File: src/rtl/rx_dispatch_module_pkg.sv
// Shared receive/transmit layer constants and dispatch types.
// Used by the rx dispatcher and the tx arbiter.
package rx_dispatch_module_pkg;

    localparam int AXIS_DATA_W = 64;
    localparam int AXIS_KEEP_W = 8;

    localparam logic [15:0] ETH_TYPE_IP  = 16'h0800;
    localparam logic [15:0] ETH_TYPE_ARP = 16'h0806;
    localparam logic [7:0]  IP_PROTO_ICMP = 8'd1;
    localparam logic [7:0]  IP_PROTO_UDP  = 8'd17;

    localparam int MAC_USER_W   = 80;
    localparam int MAC_TYPE_LSB = 0;
    localparam int MAC_TYPE_W   = 16;

    localparam int IP_USER_W   = 56;
    localparam int IP_TYPE_LSB = 29;
    localparam int IP_TYPE_W   = 8;

    typedef enum logic [1:0] {
        ST_IDLE,
        ST_FWD_C0,
        ST_FWD_C1,
        ST_DROP
    } disp_state_t;

    typedef enum logic [1:0] {
        ROUTE_C0,
        ROUTE_C1,
        ROUTE_DROP
    } route_t;

    // Channel 0 takes priority when both type values are equal.
    function automatic route_t classify(
        input logic [15:0] t,
        input logic [15:0] c0,
        input logic [15:0] c1
    );
        if (t == c0)
            return ROUTE_C0;
        else if (t == c1)
            return ROUTE_C1;
        else
            return ROUTE_DROP;
    endfunction

endpackage

File: src/rtl/rx_dispatch_module_if.sv
// AXI-Stream bundle with 64-bit data and parameterised tuser.
// master drives the beat, slave drives ready.
interface rx_dispatch_module_if
    import rx_dispatch_module_pkg::*;
#(
    parameter int USER_W = 80
) ();

    logic [AXIS_DATA_W-1:0] data;
    logic [USER_W-1:0]      user;
    logic [AXIS_KEEP_W-1:0] keep;
    logic                   last;
    logic                   valid;
    logic                   ready;

    modport master (
        output data,
        output user,
        output keep,
        output last,
        output valid,
        input  ready
    );

    modport slave (
        input  data,
        input  user,
        input  keep,
        input  last,
        input  valid,
        output ready
    );

endinterface

File: src/rtl/rx_dispatch_module_axis_reg_slice.sv
// One-entry output register stage shared by both channels.
// Carries a channel tag so the top can steer valid and ready.
module rx_dispatch_module_axis_reg_slice
    import rx_dispatch_module_pkg::*;
#(
    parameter int USER_W = 80
) (
    input  logic                   i_clk,
    input  logic                   i_rst,
    input  logic                   in_valid,
    output logic                   in_ready,
    input  logic [AXIS_DATA_W-1:0] in_data,
    input  logic [USER_W-1:0]      in_user,
    input  logic [AXIS_KEEP_W-1:0] in_keep,
    input  logic                   in_last,
    input  logic                   in_ch,
    output logic                   out_valid,
    input  logic                   out_ready,
    output logic [AXIS_DATA_W-1:0] out_data,
    output logic [USER_W-1:0]      out_user,
    output logic [AXIS_KEEP_W-1:0] out_keep,
    output logic                   out_last,
    output logic                   out_ch
);

    // Full stage with downstream ready swaps in a new beat the same cycle.
    assign in_ready = !out_valid || out_ready;

    always_ff @(posedge i_clk or posedge i_rst) begin
        if (i_rst) begin
            out_valid <= 1'b0;
            out_data  <= '0;
            out_user  <= '0;
            out_keep  <= '0;
            out_last  <= 1'b0;
            out_ch    <= 1'b0;
        end else if (in_ready) begin
            out_valid <= in_valid;
            if (in_valid) begin
                out_data <= in_data;
                out_user <= in_user;
                out_keep <= in_keep;
                out_last <= in_last;
                out_ch   <= in_ch;
            end
        end
    end

endmodule

File: src/rtl/rx_dispatch_module.sv
// Routes whole packets from one AXI-Stream to one of two consumers
// by a tuser type field; unknown types are dropped and counted.
module rx_dispatch_module
    import rx_dispatch_module_pkg::*;
#(
    parameter int          P_USER_W   = 80,
    parameter int          P_TYPE_LSB = 0,
    parameter int          P_TYPE_W   = 16,
    parameter logic [15:0] P_C0_TYPE  = ETH_TYPE_IP,
    parameter logic [15:0] P_C1_TYPE  = ETH_TYPE_ARP
) (
    input  logic                  i_clk,
    input  logic                  i_rst,
    rx_dispatch_module_if.slave   s_axis_in,
    rx_dispatch_module_if.master  m_axis_c0,
    rx_dispatch_module_if.master  m_axis_c1,
    output logic [15:0]           o_c0_pkt_cnt,
    output logic [15:0]           o_c1_pkt_cnt,
    output logic [15:0]           o_drop_cnt
);

    disp_state_t state_q;
    disp_state_t state_d;
    route_t      route;

    logic [P_TYPE_W-1:0] type_f;
    logic [P_USER_W-1:0] user_q;
    logic [P_USER_W-1:0] in_user;

    logic fwd;
    logic fwd_ch;
    logic drop_hit;
    logic s_ready;
    logic accept;
    logic slice_in_ready;

    logic                   out_valid;
    logic                   out_ready;
    logic [AXIS_DATA_W-1:0] out_data;
    logic [P_USER_W-1:0]    out_user;
    logic [AXIS_KEEP_W-1:0] out_keep;
    logic                   out_last;
    logic                   out_ch;

    logic c0_done;
    logic c1_done;

    assign type_f = s_axis_in.user[P_TYPE_LSB +: P_TYPE_W];
    assign route  = classify(16'(type_f), P_C0_TYPE, P_C1_TYPE);

    // Drop mode sinks beats regardless of the output stage.
    assign s_ready = !i_rst &&
                     ((state_q == ST_DROP) || slice_in_ready);
    assign s_axis_in.ready = s_ready;
    assign accept = s_axis_in.valid && s_ready;

    assign in_user = (state_q == ST_IDLE) ? s_axis_in.user : user_q;

    always_comb begin
        state_d  = state_q;
        fwd      = 1'b0;
        fwd_ch   = 1'b0;
        drop_hit = 1'b0;
        unique case (state_q)
            ST_IDLE: begin
                fwd    = (route != ROUTE_DROP);
                fwd_ch = (route == ROUTE_C1);
                if (accept) begin
                    drop_hit = s_axis_in.last && !fwd;
                    if (!s_axis_in.last) begin
                        unique case (route)
                            ROUTE_C0: state_d = ST_FWD_C0;
                            ROUTE_C1: state_d = ST_FWD_C1;
                            default:  state_d = ST_DROP;
                        endcase
                    end
                end
            end
            ST_FWD_C0: begin
                fwd = 1'b1;
                if (accept && s_axis_in.last)
                    state_d = ST_IDLE;
            end
            ST_FWD_C1: begin
                fwd    = 1'b1;
                fwd_ch = 1'b1;
                if (accept && s_axis_in.last)
                    state_d = ST_IDLE;
            end
            ST_DROP: begin
                if (accept && s_axis_in.last) begin
                    state_d  = ST_IDLE;
                    drop_hit = 1'b1;
                end
            end
            default: state_d = ST_IDLE;
        endcase
    end

    always_ff @(posedge i_clk or posedge i_rst) begin
        if (i_rst)
            state_q <= ST_IDLE;
        else
            state_q <= state_d;
    end

    // First-beat tuser is held for the rest of the packet.
    always_ff @(posedge i_clk or posedge i_rst) begin
        if (i_rst)
            user_q <= '0;
        else if (accept && state_q == ST_IDLE)
            user_q <= s_axis_in.user;
    end

    assign out_ready = out_ch ? m_axis_c1.ready : m_axis_c0.ready;

    rx_dispatch_module_axis_reg_slice #(
        .USER_W (P_USER_W)
    ) u_slice (
        .i_clk     (i_clk),
        .i_rst     (i_rst),
        .in_valid  (s_axis_in.valid && fwd),
        .in_ready  (slice_in_ready),
        .in_data   (s_axis_in.data),
        .in_user   (in_user),
        .in_keep   (s_axis_in.keep),
        .in_last   (s_axis_in.last),
        .in_ch     (fwd_ch),
        .out_valid (out_valid),
        .out_ready (out_ready),
        .out_data  (out_data),
        .out_user  (out_user),
        .out_keep  (out_keep),
        .out_last  (out_last),
        .out_ch    (out_ch)
    );

    assign m_axis_c0.valid = out_valid && !out_ch;
    assign m_axis_c0.data  = out_data;
    assign m_axis_c0.user  = out_user;
    assign m_axis_c0.keep  = out_keep;
    assign m_axis_c0.last  = out_last;

    assign m_axis_c1.valid = out_valid && out_ch;
    assign m_axis_c1.data  = out_data;
    assign m_axis_c1.user  = out_user;
    assign m_axis_c1.keep  = out_keep;
    assign m_axis_c1.last  = out_last;

    assign c0_done = out_valid && !out_ch &&
                     m_axis_c0.ready && out_last;
    assign c1_done = out_valid && out_ch &&
                     m_axis_c1.ready && out_last;

    always_ff @(posedge i_clk or posedge i_rst) begin
        if (i_rst) begin
            o_c0_pkt_cnt <= '0;
            o_c1_pkt_cnt <= '0;
            o_drop_cnt   <= '0;
        end else begin
            if (c0_done)
                o_c0_pkt_cnt <= o_c0_pkt_cnt + 16'd1;
            if (c1_done)
                o_c1_pkt_cnt <= o_c1_pkt_cnt + 16'd1;
            if (drop_hit)
                o_drop_cnt <= o_drop_cnt + 16'd1;
        end
    end

endmodule

File: src/flat_wrapper.sv
// flat-port wrapper written by rule: the top's interface ports become plain ports
module rx_dispatch_module_flat import rx_dispatch_module_pkg::*;
#(
    parameter int          P_USER_W   = 80,
    parameter int          P_TYPE_LSB = 0,
    parameter int          P_TYPE_W   = 16,
    parameter logic [15:0] P_C0_TYPE  = ETH_TYPE_IP,
    parameter logic [15:0] P_C1_TYPE  = ETH_TYPE_ARP
)
  (i_clk, i_rst, o_c0_pkt_cnt, o_c1_pkt_cnt, o_drop_cnt, s_axis_in_data, s_axis_in_user, s_axis_in_keep, s_axis_in_last, s_axis_in_valid, s_axis_in_ready, m_axis_c0_data, m_axis_c0_user, m_axis_c0_keep, m_axis_c0_last, m_axis_c0_valid, m_axis_c0_ready, m_axis_c1_data, m_axis_c1_user, m_axis_c1_keep, m_axis_c1_last, m_axis_c1_valid, m_axis_c1_ready);
  rx_dispatch_module_if #(.USER_W(80)) s_axis_in_i ();
  rx_dispatch_module_if #(.USER_W(80)) m_axis_c0_i ();
  rx_dispatch_module_if #(.USER_W(80)) m_axis_c1_i ();
  input  logic i_clk;
  input  logic i_rst;
  output logic [15:0] o_c0_pkt_cnt;
  output logic [15:0] o_c1_pkt_cnt;
  output logic [15:0] o_drop_cnt;
  input wire logic [$bits(s_axis_in_i.data)-1:0] s_axis_in_data;
  input wire logic [$bits(s_axis_in_i.user)-1:0] s_axis_in_user;
  input wire logic [$bits(s_axis_in_i.keep)-1:0] s_axis_in_keep;
  input wire logic [$bits(s_axis_in_i.last)-1:0] s_axis_in_last;
  input wire logic [$bits(s_axis_in_i.valid)-1:0] s_axis_in_valid;
  output wire logic [$bits(s_axis_in_i.ready)-1:0] s_axis_in_ready;
  output wire logic [$bits(m_axis_c0_i.data)-1:0] m_axis_c0_data;
  output wire logic [$bits(m_axis_c0_i.user)-1:0] m_axis_c0_user;
  output wire logic [$bits(m_axis_c0_i.keep)-1:0] m_axis_c0_keep;
  output wire logic [$bits(m_axis_c0_i.last)-1:0] m_axis_c0_last;
  output wire logic [$bits(m_axis_c0_i.valid)-1:0] m_axis_c0_valid;
  input wire logic [$bits(m_axis_c0_i.ready)-1:0] m_axis_c0_ready;
  output wire logic [$bits(m_axis_c1_i.data)-1:0] m_axis_c1_data;
  output wire logic [$bits(m_axis_c1_i.user)-1:0] m_axis_c1_user;
  output wire logic [$bits(m_axis_c1_i.keep)-1:0] m_axis_c1_keep;
  output wire logic [$bits(m_axis_c1_i.last)-1:0] m_axis_c1_last;
  output wire logic [$bits(m_axis_c1_i.valid)-1:0] m_axis_c1_valid;
  input wire logic [$bits(m_axis_c1_i.ready)-1:0] m_axis_c1_ready;
  assign s_axis_in_i.data = s_axis_in_data;
  assign s_axis_in_i.user = s_axis_in_user;
  assign s_axis_in_i.keep = s_axis_in_keep;
  assign s_axis_in_i.last = s_axis_in_last;
  assign s_axis_in_i.valid = s_axis_in_valid;
  assign s_axis_in_ready = s_axis_in_i.ready;
  assign m_axis_c0_data = m_axis_c0_i.data;
  assign m_axis_c0_user = m_axis_c0_i.user;
  assign m_axis_c0_keep = m_axis_c0_i.keep;
  assign m_axis_c0_last = m_axis_c0_i.last;
  assign m_axis_c0_valid = m_axis_c0_i.valid;
  assign m_axis_c0_i.ready = m_axis_c0_ready;
  assign m_axis_c1_data = m_axis_c1_i.data;
  assign m_axis_c1_user = m_axis_c1_i.user;
  assign m_axis_c1_keep = m_axis_c1_i.keep;
  assign m_axis_c1_last = m_axis_c1_i.last;
  assign m_axis_c1_valid = m_axis_c1_i.valid;
  assign m_axis_c1_i.ready = m_axis_c1_ready;
  rx_dispatch_module #(.P_USER_W(P_USER_W), .P_TYPE_LSB(P_TYPE_LSB), .P_TYPE_W(P_TYPE_W), .P_C0_TYPE(P_C0_TYPE), .P_C1_TYPE(P_C1_TYPE)) u_core (.i_clk(i_clk), .i_rst(i_rst), .s_axis_in(s_axis_in_i), .m_axis_c0(m_axis_c0_i), .m_axis_c1(m_axis_c1_i), .o_c0_pkt_cnt(o_c0_pkt_cnt), .o_c1_pkt_cnt(o_c1_pkt_cnt), .o_drop_cnt(o_drop_cnt));
endmodule
File: config.mk
export PLATFORM = sky130hd
export DESIGN_NAME = rx_dispatch_module_flat
export DESIGN_NICKNAME = d
export VERILOG_FILES = /design/src/rtl/rx_dispatch_module_pkg.sv /design/src/rtl/rx_dispatch_module_if.sv /design/src/rtl/rx_dispatch_module_axis_reg_slice.sv /design/src/rtl/rx_dispatch_module.sv /design/src/flat_wrapper.sv
export SDC_FILE = /design/constraint.sdc
export NUM_CORES = 1
export LEC_CHECK = 0
export CORE_MARGIN = 3
export CORE_UTILIZATION = 31
export CTS_CLUSTER_DIAMETER = 30
export CTS_CLUSTER_SIZE = 8
export DETAILED_ROUTE_END_ITERATION = 10
export GPL_ROUTABILITY_DRIVEN = 0
export HOLD_SLACK_MARGIN = 0.12
export PLACE_DENSITY_LB_ADDON = 0.2
export SYNTH_ARGS = -nofsm -noshare
export SYNTH_HDL_FRONTEND = slang
export SYNTH_SLANG_ARGS = --single-unit
File: constraint.sdc
create_clock -name i_clk -period 12.05 [get_ports i_clk]
set_clock_uncertainty 0.05 [all_clocks]
set_input_delay 3.615 -clock i_clk [delete_from_list [all_inputs] [get_ports i_clk]]
set_output_delay 3.615 -clock i_clk [all_outputs]
set_load 0.005 [all_outputs]
Word level (Yosys, flattened, before mapping)
Index checks and enable logic that the tools add are counted.

operators by class
  equality and inequality tests = 10
  $add $sub $neg = 3
  reduce and logical (&&, ||, !) cells = 24
  multiplexer cells = 14

operator list
  cell                   count
  $mux 80                1
  $add 16x1->16 const B  3
  $eq 16x12->1 const B   2
  $logic_and 1x1->1      12
  $mux 2                 5
  $pmux 2 s2             2
  $pmux 1 s2             3
  $eq 2x1->1 const B     2
  $eq 2x2->1 const B     2
  $logic_not 1->1        4
  $logic_not 2->1        2
  $ne 2x1->1 const B     2
  $ne 2x2->1 const B     2
  $mux 1                 3
  $reduce_and 3->1       1
  $reduce_or 3->1        1
  $logic_or 1x1->1       2
  $reduce_and 2->1       1
  $reduce_or 2->1        1

storage, ports and cells
  register bits = 285
  input bits = 158
  logic and storage cells = 62
  output and inout bits = 357

Longest topological paths before layout
  depth after elaboration = 8
  depth in mapped cells = 7
  depth with buffers taken out = 7

Modules after synthesis
A second synthesis with hierarchy kept.

unflattened totals
  cell total of the unflattened synthesis = 956
  area, all modules = 13395.3 um2

modules (own cells, without submodules)
  module                             sequential area each (um2)  area an instance (um2)  cells an instance  times used
  rx_dispatch_module                 3253.1                      7398.3                  627                1
  rx_dispatch_module_axis_reg_slice  3878.7                      5997.0                  329                1

Worst setup path before layout
No wires, ideal clock.

  kind = input-to-output
  start = in m_axis_c1_ready
  end = out s_axis_in_ready
  data required time = 8.385 ns
  path buffers = 0
  arrival time = 4.043 ns
  cell stages on the path = 2
  slack = 4.342 ns
  cells stage by stage = mux2i_1 > a31oi_1

between the ends
  word-level cells in the longest chain between the ends = 4

RTL lines
  what               line                                     text
  from (decl)        flat_wrapper.sv:36                       input wire logic [$bits(m_axis_c1_i.ready)-1:0] m_axis_c1_ready;
  $mux 1             rx_dispatch_module.sv:115                assign out_ready = out_ch ? m_axis_c1.ready : m_axis_c0.ready;
  $logic_or 1x1->1   rx_dispatch_module_axis_reg_slice.sv:27  assign in_ready = !out_valid || out_ready;
  $logic_or 1x1->1   rx_dispatch_module.sv:53                 ((state_q == ST_DROP) || slice_in_ready);
  $logic_and 1x1->1  rx_dispatch_module.sv:52                 assign s_ready = !i_rst &&
  to (decl)          flat_wrapper.sv:24                       output wire logic [$bits(s_axis_in_i.ready)-1:0] s_axis_in_ready;

No other way between the ends.

Worst setup path after layout
Ends and elaborated chain as after synthesis.

==> results.md <==
- Min cycle time layout: between 9 and 10 ns
- Sequential area share after synthesis: 0.512
- Routed vias: approximately 9000
- Die H: approximately 220 microns
- Power density over the cells: a little over 300 mW/mm^2
- Hold Crit Class: register to register
- Worst hold path depth: 1
- Setup TNS: 0 ns
- CTS Hold Bufs: 0
- Critical path class: input pin to primary output
- DR vias/cell: ~4.4
- DIE AREA: 0.0475 sq mm
- # IOs: 515
- Crit path DAT: ~5.4 ns
- Die width: between 200 and 250 microns
- CP Capture Type: primary output
- # nets final: 1552
- # port buffers: 514
- Cell repeated most along the worst path: clkdlybuf4s50_1
- RSZ-0062 raised after global routing: no
- Remaining Overflow, GRT: 0
- Setup Viol. Count Final: 0
- Max-Cap Viols: 0
- CTS sink count: ~290
- H-tree depth: 3
- Run status: complete, no violations
- Max incr delay on CP: about 0.64 ns
- DRT Pass-1 Iters: 4
- VDD IR max: 0.166 mV
- Synth-to-Final Area Change: 52.7%
- Final hold vios: 0
- FMAX: 111 MHz
- Synth top area cells: dfrtp_1, mux2_4, buf_4, mux2_2, mux2_1
- Max_slew headroom: 0.261
- CP Max Fanout: 3
- Leak pwr: between 9 and 10 nW
- Worst Setup Start Kind: input pin
- Ys async rst share: 1.00
- Least-Margin Pin Slew: approximately 1.1 ns
- WL/cell: 19.1 microns
- Post-Syn Area: 0.0139 sq mm
- DP Wirelength: about 28000 microns
- First-pass GRT wire length: 58600 microns
- Layout cells sized above 1: 0.274
- CTS buffer count: roughly 80
- Mapped Nets: ~1100
- Path depth of the worst reg2reg path: 5
- Largest net degree at the start of global routing: roughly 160
- FF+latch count, synth: about 290
- Share of the synthesized area in the top cell type: 0.512
- Worst hold slack: 0.415 ns
- Max clock buf depth: 3
- Dominant cell type by area after synthesis: dfrtp_1
- Std cell rows: slightly below 80
- Netlist cell types: between 40 and 50
- Root Driver: clkbuf_16
- Post_cts resized: 0
- Number of diodes: 0
- Top FF cell, synth: dfrtp_1
- Avg Inst Size Synth: about 14 sq um
- CTS tree: built
- Routed Antenna Nets: 0
- Clock transition at the registers of the reported paths: about 0.04 ns
- Synth Instances: about 970
- Core ar.: between 0.04 and 0.05 sq mm
- Vias in the first global route: about 9500
- # DRC: 0
- Initial core utilization: 0.314
- Crit path max-delay cell type: mux2i_1
- Initial antenna violation count: 1
- Critical Path RT: around 8.4 ns
- WL final: 39100 microns
- Synth warnings: 0
- GR Util All Layers: 0.161
- Clock Latency Late Sink: 0.59 ns
- Worst path cell trace: clkdlybuf4s50_1 > mux2i_1 > a31oi_1 > clkdlybuf4s50_1
- Period utilisation layout: 0.750
- Max Slew Vio Count: 0
- Postcts setup bufs: 0
- Fill count: ~4000
- Number of synthesized flops with an enable pin: 0
- DRT iter0 DRCs: around 250
-- layout make-up --
type,count,area [sq um],share of cell area
clock buffers,112,2340,0.110
well taps,592,741,0.0348
flip-flops and latches,285,7130,0.336
inverters,14,60.1,0.00283
multi-input cells,485,5300,0.250
repair buffers,519,5210,0.245
clock inverters,37,475,0.0224
-- layout by cell type, fill, tap and decap left out, types with 12 or more instances in the layout --
cell type	count
clkbuf_1	14
clkbuf_16	83
clkbuf_8	15
clkdlybuf4s50_1	514
clkinv_2	14
dfrtp_1	285
inv_1	13
mux2_1	70
mux2_2	101
mux2_4	143
nand2_1	29
nand3_1	12
nor2_1	14
xnor2_1	27
xor2_1	19
-- cells by family (layout without fill, tap and decap cells) --
family | Yosys count | count (layout) | share of synthesized area
xor gates and xnor gates | 46 | 46 | 0.0289
buffers and inverters | 203 | 682 | 0.109
muxes | 316 | 316 | 0.294
AOI/OAI and AO/OA | 14 | 14 | 0.00881
adders and majority gates | 8 | 8 | 0.00719
DFF | 285 | 285 | 0.512
and+or+nand+nor | 101 | 101 | 0.0397
-- sequential cells by signal (all words and copies together) (netlist names), 2 cells and up --
register	cells
u_core.u_slice.out_user	80
u_core.user_q	80
u_core.u_slice.out_data	64
u_core.o_c0_pkt_cnt	16
u_core.o_c1_pkt_cnt	16
u_core.o_drop_cnt	16
u_core.u_slice.out_keep	8
u_core.state_q	2
-- stage by stage --
stage	total power, mW	utilization	instances	worst slack, ns	area [sq um]
after floorplan	3.31	-	973	0.521	13900
after global placement	4.35	0.416	1895	2.99	18400
after detailed placement	4.37	0.416	1895	3.03	18400
after CTS	6.60	0.480	2044	3.00	21300
after global routing	6.85	0.480	2044	2.94	21300
final	6.48	0.480	2044	3.02	21300
-- cells in the mapped netlist (2+ instances only) --
| master | number |
|---|---|
| a21oi_1 | 2 |
| and2_1 | 2 |
| and3_1 | 9 |
| and4_1 | 2 |
| buf_4 | 156 |
| buf_6 | 23 |
| clkbuf_1 | 10 |
| dfrtp_1 | 285 |
| ha_1 | 8 |
| inv_1 | 14 |
| mux2_1 | 70 |
| mux2_2 | 101 |
| mux2_4 | 143 |
| mux2i_1 | 2 |
| nand2_1 | 29 |
| nand2b_1 | 3 |
| nand3_1 | 12 |
| nand4_1 | 6 |
| nand4_2 | 2 |
| nor2_1 | 14 |
| nor3_1 | 10 |
| nor4_2 | 3 |
| o21ai_0 | 4 |
| xnor2_1 | 27 |
| xor2_1 | 19 |
-- worst max-delay path: cells and delay by family --
family / cells / cell delay [ns]
AO/OA/AOI/OAI: 1 / 0.17
multiplexers: 1 / 0.64
buffers and inverters: 2 / 0.93
-- final timing paths --
check	start	end	slack (ns)
worst max-delay path	m_axis_c1_ready	s_axis_in_ready	3.02
worst min-delay path	u_core.o_drop_cnt[15]	u_core.o_drop_cnt[15]	0.41
worst max register to register	u_core.u_slice.out_ch	u_core.u_slice.out_data[59]	8.72
worst min register to register	u_core.o_drop_cnt[15]	u_core.o_drop_cnt[15]	0.41
max in group asynchronous	i_rst	u_core.u_slice.out_user[51]	6.70
min in group asynchronous	i_rst	u_core.o_drop_cnt[8]	3.66
-- where the power goes --
part | total (mW) | internal, mW | switching [mW]
sequential | 1.77 | 1.39 | 0.384
clock | 2.17 | 1.54 | 0.629
combinational | 2.54 | 1.78 | 0.760
-- per-layer routing --
| metal | vias to the layer above | global-route usage | wire length, microns |
|---|---|---|---|
| met2 | 373 | 0.274 | 19500 |
| li1 | 4069 | - | - |
| met5 | - | 0 | 7 |
| met4 | 2 | 0.0537 | 889 |
| met3 | 75 | 0.0573 | 3030 |
| met1 | 4464 | 0.189 | 15700 |
Power figures use the tool's default switching activity.
